File: config.mk
export PLATFORM = sky130hd
export DESIGN_NAME = msrv32_irq_ctrl
export DESIGN_NICKNAME = d
export VERILOG_FILES = /design/src/rtl/msrv32_irq_pkg.sv /design/src/rtl/msrv32_irq_sync.sv /design/src/rtl/msrv32_irq_ctrl.sv
export SDC_FILE = /design/constraint.sdc
export NUM_CORES = 1
export LEC_CHECK = 0
export ABC_AREA = 0
export ABC_CLOCK_PERIOD_IN_PS = 1850
export BUFFER_PORTS_ARGS = -buffer_cell sky130_fd_sc_hd__buf_2
export CAP_MARGIN = 20
export CORE_AREA = 4 4 41 43
export CTS_BUF_LIST = sky130_fd_sc_hd__clkbuf_2
export DETAILED_ROUTE_END_ITERATION = 16
export DIE_AREA = 0 0 45 47
export GPL_ROUTABILITY_DRIVEN = 1
export SLEW_MARGIN = 10
export SYNTH_ARGS = -nofsm -noshare
export SYNTH_HDL_FRONTEND = slang
export SYNTH_SLANG_ARGS = --single-unit
File: constraint.sdc
create_clock -name ms_riscv32_mp_clk_in -period 1.85 [get_ports ms_riscv32_mp_clk_in]
set_clock_uncertainty 0.1 [all_clocks]
set_input_delay 0.0925 -clock ms_riscv32_mp_clk_in [delete_from_list [all_inputs] [get_ports ms_riscv32_mp_clk_in]]
set_output_delay 0.0925 -clock ms_riscv32_mp_clk_in [all_outputs]
set_load 0.005 [all_outputs]
File: src/rtl/msrv32_irq_pkg.sv
// Shared types, cause codes and priority helpers for the msrv32 machine-mode interrupt controller.
package msrv32_irq_pkg;

    typedef enum logic [1:0] {
        ST_IDLE    = 2'd0,
        ST_REQ     = 2'd1,
        ST_IN_TRAP = 2'd2
    } irq_state_t;

    localparam int CAUSE_W = 4;

    localparam logic [CAUSE_W-1:0] CAUSE_MEI = 4'd11;
    localparam logic [CAUSE_W-1:0] CAUSE_MSI = 4'd3;
    localparam logic [CAUSE_W-1:0] CAUSE_MTI = 4'd7;

    // ep bit order is {MEI, MSI, MTI}; MEI wins over MSI, which wins over MTI.
    function automatic logic [CAUSE_W-1:0] prio_cause(input logic [2:0] ep);
        logic [CAUSE_W-1:0] cause;
        if (ep[2]) begin
            cause = CAUSE_MEI;
        end else if (ep[1]) begin
            cause = CAUSE_MSI;
        end else if (ep[0]) begin
            cause = CAUSE_MTI;
        end else begin
            cause = 4'd0;
        end
        return cause;
    endfunction

    function automatic logic cause_active(input logic [CAUSE_W-1:0] cause,
                                          input logic [2:0]         ep);
        logic active;
        case (cause)
            CAUSE_MEI: active = ep[2];
            CAUSE_MSI: active = ep[1];
            CAUSE_MTI: active = ep[0];
            default:   active = 1'b0;
        endcase
        return active;
    endfunction

endpackage

File: src/rtl/msrv32_irq_sync.sv
// N-stage single-bit flop synchronizer with synchronous active-high reset.
module msrv32_irq_sync #(
    parameter int STAGES = 2
) (
    input  logic clk,
    input  logic rst,
    input  logic d,
    output logic q
);

    logic [STAGES-1:0] chain_r;

    // Shift the raw level through the chain; the last flop is the synchronized output.
    always_ff @(posedge clk) begin
        if (rst) begin
            chain_r <= '0;
        end else begin
            chain_r <= {chain_r[STAGES-2:0], d};
        end
    end

    assign q = chain_r[STAGES-1];

endmodule

File: src/rtl/msrv32_irq_ctrl.sv
// Machine-mode interrupt controller: registers/masks irq lines, raises a prioritised request and tracks trap residency.
// Optional build macro MSRV32_IRQ_SYNC_EN inserts a SYNC_STAGES-deep synchronizer per interrupt line.
module msrv32_irq_ctrl
    import msrv32_irq_pkg::*;
#(
    parameter int SYNC_STAGES = 2
) (
    input  logic               ms_riscv32_mp_clk_in,
    input  logic               ms_riscv32_mp_rst_in,
    input  logic               ms_riscv32_mp_eirq_in,
    input  logic               ms_riscv32_mp_tirq_in,
    input  logic               ms_riscv32_mp_sirq_in,
    input  logic               mstatus_mie_in,
    input  logic               mie_meie_in,
    input  logic               mie_mtie_in,
    input  logic               mie_msie_in,
    input  logic               irq_ack_in,
    input  logic               mret_in,
    output logic               irq_req_out,
    output logic [CAUSE_W-1:0] irq_cause_out,
    output logic               mip_meip_out,
    output logic               mip_mtip_out,
    output logic               mip_msip_out,
    output logic               in_trap_out
);

    logic               clk;
    logic               rst;
    logic [2:0]         mip_s;
    logic [2:0]         ep_s;
    irq_state_t         state_r;
    logic               req_r;
    logic               trap_r;
    logic [CAUSE_W-1:0] cause_r;

    assign clk = ms_riscv32_mp_clk_in;
    assign rst = ms_riscv32_mp_rst_in;

`ifdef MSRV32_IRQ_SYNC_EN
    // The final synchronizer flop doubles as the mip register, giving SYNC_STAGES cycles of latency.
    msrv32_irq_sync #(.STAGES(SYNC_STAGES)) u_sync_e (
        .clk (clk), .rst (rst), .d (ms_riscv32_mp_eirq_in), .q (mip_s[2])
    );
    msrv32_irq_sync #(.STAGES(SYNC_STAGES)) u_sync_s (
        .clk (clk), .rst (rst), .d (ms_riscv32_mp_sirq_in), .q (mip_s[1])
    );
    msrv32_irq_sync #(.STAGES(SYNC_STAGES)) u_sync_t (
        .clk (clk), .rst (rst), .d (ms_riscv32_mp_tirq_in), .q (mip_s[0])
    );
`else
    if (SYNC_STAGES > 0) begin : g_mip_direct
        logic [2:0] mip_r;

        // Single register stage per line; sources are already synchronous to clk.
        always_ff @(posedge clk) begin
            if (rst) begin
                mip_r <= 3'b000;
            end else begin
                mip_r <= {ms_riscv32_mp_eirq_in, ms_riscv32_mp_sirq_in, ms_riscv32_mp_tirq_in};
            end
        end

        assign mip_s = mip_r;
    end
`endif

    // Enabled-pending vector in {MEI, MSI, MTI} order.
    always_comb begin
        ep_s = mip_s & {mie_meie_in, mie_msie_in, mie_mtie_in};
    end

    // Request/acknowledge handshake FSM with registered request, trap and cause outputs.
    always_ff @(posedge clk) begin
        if (rst) begin
            state_r <= ST_IDLE;
            req_r   <= 1'b0;
            trap_r  <= 1'b0;
            cause_r <= 4'd0;
        end else begin
            case (state_r)
                ST_IDLE: begin
                    if (mstatus_mie_in && (ep_s != 3'b000)) begin
                        state_r <= ST_REQ;
                        req_r   <= 1'b1;
                        cause_r <= prio_cause(ep_s);
                    end else begin
                        state_r <= ST_IDLE;
                    end
                end
                ST_REQ: begin
                    // Acknowledge takes precedence over a same-cycle withdrawal.
                    if (irq_ack_in) begin
                        state_r <= ST_IN_TRAP;
                        req_r   <= 1'b0;
                        trap_r  <= 1'b1;
                    end else if (!mstatus_mie_in || !cause_active(cause_r, ep_s)) begin
                        state_r <= ST_IDLE;
                        req_r   <= 1'b0;
                    end else begin
                        state_r <= ST_REQ;
                    end
                end
                ST_IN_TRAP: begin
                    if (mret_in) begin
                        state_r <= ST_IDLE;
                        trap_r  <= 1'b0;
                    end else begin
                        state_r <= ST_IN_TRAP;
                    end
                end
                default: begin
                    state_r <= ST_IDLE;
                    req_r   <= 1'b0;
                    trap_r  <= 1'b0;
                end
            endcase
        end
    end

    assign irq_req_out   = req_r;
    assign in_trap_out   = trap_r;
    assign irq_cause_out = cause_r;
    assign mip_meip_out  = mip_s[2];
    assign mip_msip_out  = mip_s[1];
    assign mip_mtip_out  = mip_s[0];

endmodule

-- Word-level counts from Yosys, hierarchy flattened
Cells that the tools add are included.
- latch bits: 0
- output and inout port bits: 9
- logic and storage cells: 45
- input bits: 11
- ROM bits: 0
- memories kept: 0
- RAM bits: 0
- register bits: 11
- div/mod/pow operators: 0
- order comparisons: 0
- multipliers: 0
- add/subtract/negate cells: 0
- multiplexer cells: 19
- eq/ne operators: 9
- reductions and logical operators: 9
- bitwise operators: 3
- shift-type cells: 0
- operators with widths (kind ; number):
    $mux 1 ; 10
    $pmux 1 s3 ; 3
    $mux 3 ; 2
    $ne 2x2->1 const B ; 3
    $pmux 2 s3 ; 1
    $reduce_and 3->1 ; 2
    $eq 4x2->1 const B ; 1
    $eq 4x3->1 const B ; 1
    $eq 4x4->1 const B ; 1
    $mux 2 ; 2
    $mux 4 ; 1
    $and 3x3->3 ; 1
    $ne 3x3->1 const B ; 1
    $reduce_bool 3->1 ; 1
    $eq 2x1->1 const B ; 1
    $eq 2x2->1 const B ; 1
    $logic_not 1->1 ; 2
    $logic_not 2->1 ; 1
    $not 1->1 ; 2
    $reduce_and 2->1 ; 1
    $logic_and 1x1->1 ; 1
    $logic_or 1x1->1 ; 1

-- Longest topological paths before layout
- word-level depth: 10
- mapped depth: 4
- depth with buffers taken out: 4

-- Worst setup path before layout
No wires, ideal clock.
- path kind: reg-to-reg
- from: reg g_mip_direct.mip_r[1]
- to: reg cause_r[2], in the netlist irq_cause_out[2]
- arrival: 1092 ps
- required time: 1621 ps
- setup time: 129 ps
- stages on the path, launching flop included: 5
- slack: 529 ps
- clock period less this slack: 1321 ps
- buffers on the path: 0
- cells stage by stage: dfxtp_1 > a222oi_1 > or3_1 > mux2i_1 > nor2_1
- cells in the longest elaborated chain, start to end: 4
- elaborated cells between the ends (all ways): 6
- those cells by class: mux: 2; bitwise: 1; reduce/logical: 3
- RTL lines (what ; RTL line ; text):
    start: declaration ; msrv32_irq_ctrl.sv:52 ; logic [2:0] mip_r;
    start signal: assignment ; msrv32_irq_ctrl.sv:59 ; mip_r <= {ms_riscv32_mp_eirq_in, ms_riscv32_mp_sirq_in, ms_riscv32_mp_tirq_in};
    $and 3x3->3 (*) ; msrv32_irq_ctrl.sv:69 ; ep_s = mip_s & {mie_meie_in, mie_msie_in, mie_mtie_in};
    $reduce_bool 3->1 ; msrv32_irq_ctrl.sv:82 ; if (mstatus_mie_in && (ep_s != 3'b000)) begin
    $logic_and 1x1->1 ; msrv32_irq_ctrl.sv:82 ;
    $reduce_and 2->1 (no source line) ; - ;
    end signal: assignment ; msrv32_irq_ctrl.sv:85 ; cause_r <= prio_cause(ep_s);
    end: declaration ; msrv32_irq_ctrl.sv:34 ; logic [CAUSE_W-1:0] cause_r;
Mark *: on every way between the ends. The rest lies on a longest branch, timed or not.
A chain may end at the register's enable or synchronous reset.

-- Worst setup path after layout
Same ends and word-level chain as after synthesis.

==> summary.txt <==
Cells and area
  – Diode count: 0
  – # fillers: 148
  – Final Util: 44.7%
  – Total Nets Final: 84
  – Post-Layout Cell Count: 86
  – Synthesis-to-layout area growth: 34.0%
  – Commonest non-fill, non-tap cell in the layout: buf_2
  – Commonest cells after routing, fill and taps aside: 19 x buf_2, 10 x dfxtp_1, 6 x nand2_1
  – Layout cells sized above 1: 35.2%

Worst setup path
  – Worst-path cell chain: a222oi_1 > or3_1 > mux2i_1 > nor2_1
  – Worst path max stage delay: 0.39 ns
  – Startpoint types: flip-flop
  – Setup crit end kind: flip-flop
  – WP data required: 1.90 ns
  – CP Buf/Inv Count: 0
  – Top delay family on crit path: compound AO/OA/AOI/OAI gates
  – Maximum fanout along the worst path: 4
  – Worst reg2reg startpoint: g_mip_direct.mip_r[1]$_SDFF_PP0_
  – Setup CP Type: reg2reg
  – Worst setup path start: g_mip_direct.mip_r[1]$_SDFF_PP0_
  – WP data arrival: 1.46 ns
  – Critical path's slowest cell: a222oi_1

Placed design
  – IO Port Bufs: 19
  – Gpl congestion: 0.665
  – Placed Cells: 80

Synthesis
  – Synth unique cells: 23
  – Leading area contributor after synthesis: dfxtp_1
  – Synth Area per Inst: 9.05 sq um
  – Top cells by area, synth: dfxtp_1 46%, a21oi_1 5.8%, nand2_1 5.2%
  – Yosys reg bits: 10
  – Seq/Total Area, Yosys: 46.1%
  – Syn Nets: 59
  – Area share of the largest cell type after synthesis: 46.1%
  – Synth warnings: 0
  – Post-Syn Instances: 48
  – Synthesized area: 434 sq um

Clock network
  – CTS Buf Count: 3
  – Post-CTS Setup Repair Bufs: 0
  – Clock Tree Buf Depth: 2
  – Sink Count: 10
  – H-tree depth: 1
  – Post-CTS Resized: 0
  – Root Buffer: clkbuf_2
  – CTS tree: done
  – Hold Buf Count CTS: 3
  – Later-pin clock latency in the skew report: 0.25 ns
  – Clk slew on worst S/H paths: 0.09 ns

Global routing
  – Vias in the first global route: 380
  – Total grt overflow: 0
  – First-pass GRT wire length: 1.48 mm
  – Initial antenna violation count: 0
  – Largest net degree at the start of global routing: 11
  – GR Util All Layers: 9.84%

STA
  – Slew Limit Headroom: 76.7%
  – Hold Fails Final Rpt: 0
  – Peak Freq: 705 MHz
  – Fin crit period: 1.42 ns
  – Period utilization: 76.7%
  – TNS Setup: 0 ns
  – Max-slew violations: 0
  – Setup Viol. Count Final: 0
  – Worst slew pin tran: 0.349 ns
  – RSZ-0062 raised after global routing: no

Floorplanning
  – Row cnt: 13
  – Core area: 0.00130 sq mm
  – Num ports: 20
  – Initial Util: 33.4%
  – Chip width: 45 um
  – Die ar.: 0.00212 sq mm
  – Die Y-Extent: 47 um

Routing
  – Via Count: 412
  – Drt via density: 4.79
  – Length of the first detailed-routing pass in iterations: 4
  – DR DRC count: 0
  – WL final: 947 um
  – 1st-iter DRT viols: 6
  – Average wire per standard cell: 11.0 um
  – Final ANT Viol Nets: 0

Power
  – P per Cell Area: 694 mW/mm^2
  – Worst VDD drop: 294 uV
  – Static leakage: 0.269 nW
  – Total power: 0.404 mW

Worst hold path
  – Hold path start: mret_in
  – HP Class: in2reg

Flow run
  – Max-Cap Viols: 0

Run status
  – Outcome: finished, final reports clean
flip-flops by register name (all words and copies together) (netlist names):
name	cells
g_mip_direct.mip_r	3
in_trap_out	1
irq_req_out	1
state_r	2
irq_cause_out	3
report_power, final:
part | leakage, nW | switching, mW | total [mW] | internal [mW]
clock network | 0.0125 | 0.0711 | 0.115 | 0.0442
logic | 0.175 | 0.0248 | 0.0552 | 0.0303
registers | 0.0820 | 0.00853 | 0.234 | 0.225
worst reg2reg max path, delay by kind of cell, from the launching register on:
kind            cells  cell delay (ns)
flops               1             0.33
mux                 1             0.20
compound gates      1             0.39
simple gates        2             0.30
synthesized netlist by cell type:
cell and count:
dfxtp_1 10, nand2_1 6, a21oi_1 5, nor2_1 5, nor2b_1 3, inv_1 2
a2111oi_2 1, a222oi_1 1, and3b_1 1, buf_4 1, clkbuf_1 1, mux2i_1 1
nand2b_4 1, nand3b_1 1, nand4b_1 1, nor3_1 1, nor3_2 1, nor3b_1 1
o211a_1 1, o21ai_0 1, o21ai_1 1, o31ai_1 1, or3_1 1
logic make-up after synthesis:
| group | after synthesis | synth area share, % |
|---|---|---|
| simple gates | 22 | 29.4 |
| mux | 1 | 2.31 |
| flops | 10 | 46.1 |
| buf+inv | 4 | 4.32 |
| compound gates | 11 | 17.9 |
metal layers:
metal	track usage, %	up-vias	part of all wire, %
met5	0	-	0
met4	7.02	0	2.4
met3	3.07	4	8.2
met2	16.7	12	48
met1	10.4	180	41
li1	-	216	-
stage by stage:
step	setup slack (ns)	hold slack [ns]	area, sq um
after floorplan	0.529	0.121	434
after global placement	0.422	0.198	537
after detailed placement	0.422	0.206	537
after CTS	0.411	0.000216	582
after global routing	0.299	0.0113	582
final	0.431	0.00257	582
cell type report:
class,instances,area (sq um),share of cell area (%)
inverters,2,7.51,1.29
flip-flops and latches,10,200,34.4
well taps,15,18.8,3.23
clock buffers,3,15.0,2.58
multi-input cells,34,215,37.0
repair buffers,22,125,21.5
worst paths after layout:
kind,slack (ns),endpoint,depth (start not counted)
max,0.43,irq_cause_out[2]$_SDFFE_PP0P_,4
min,0.003,state_r[1]$_SDFF_PP0_,4
max reg2reg,0.43,irq_cause_out[2]$_SDFFE_PP0P_,4
min reg2reg,0.37,in_trap_out$_SDFFE_PP0P_,2
No activity file was read; power rests on OpenSTA's default activity.
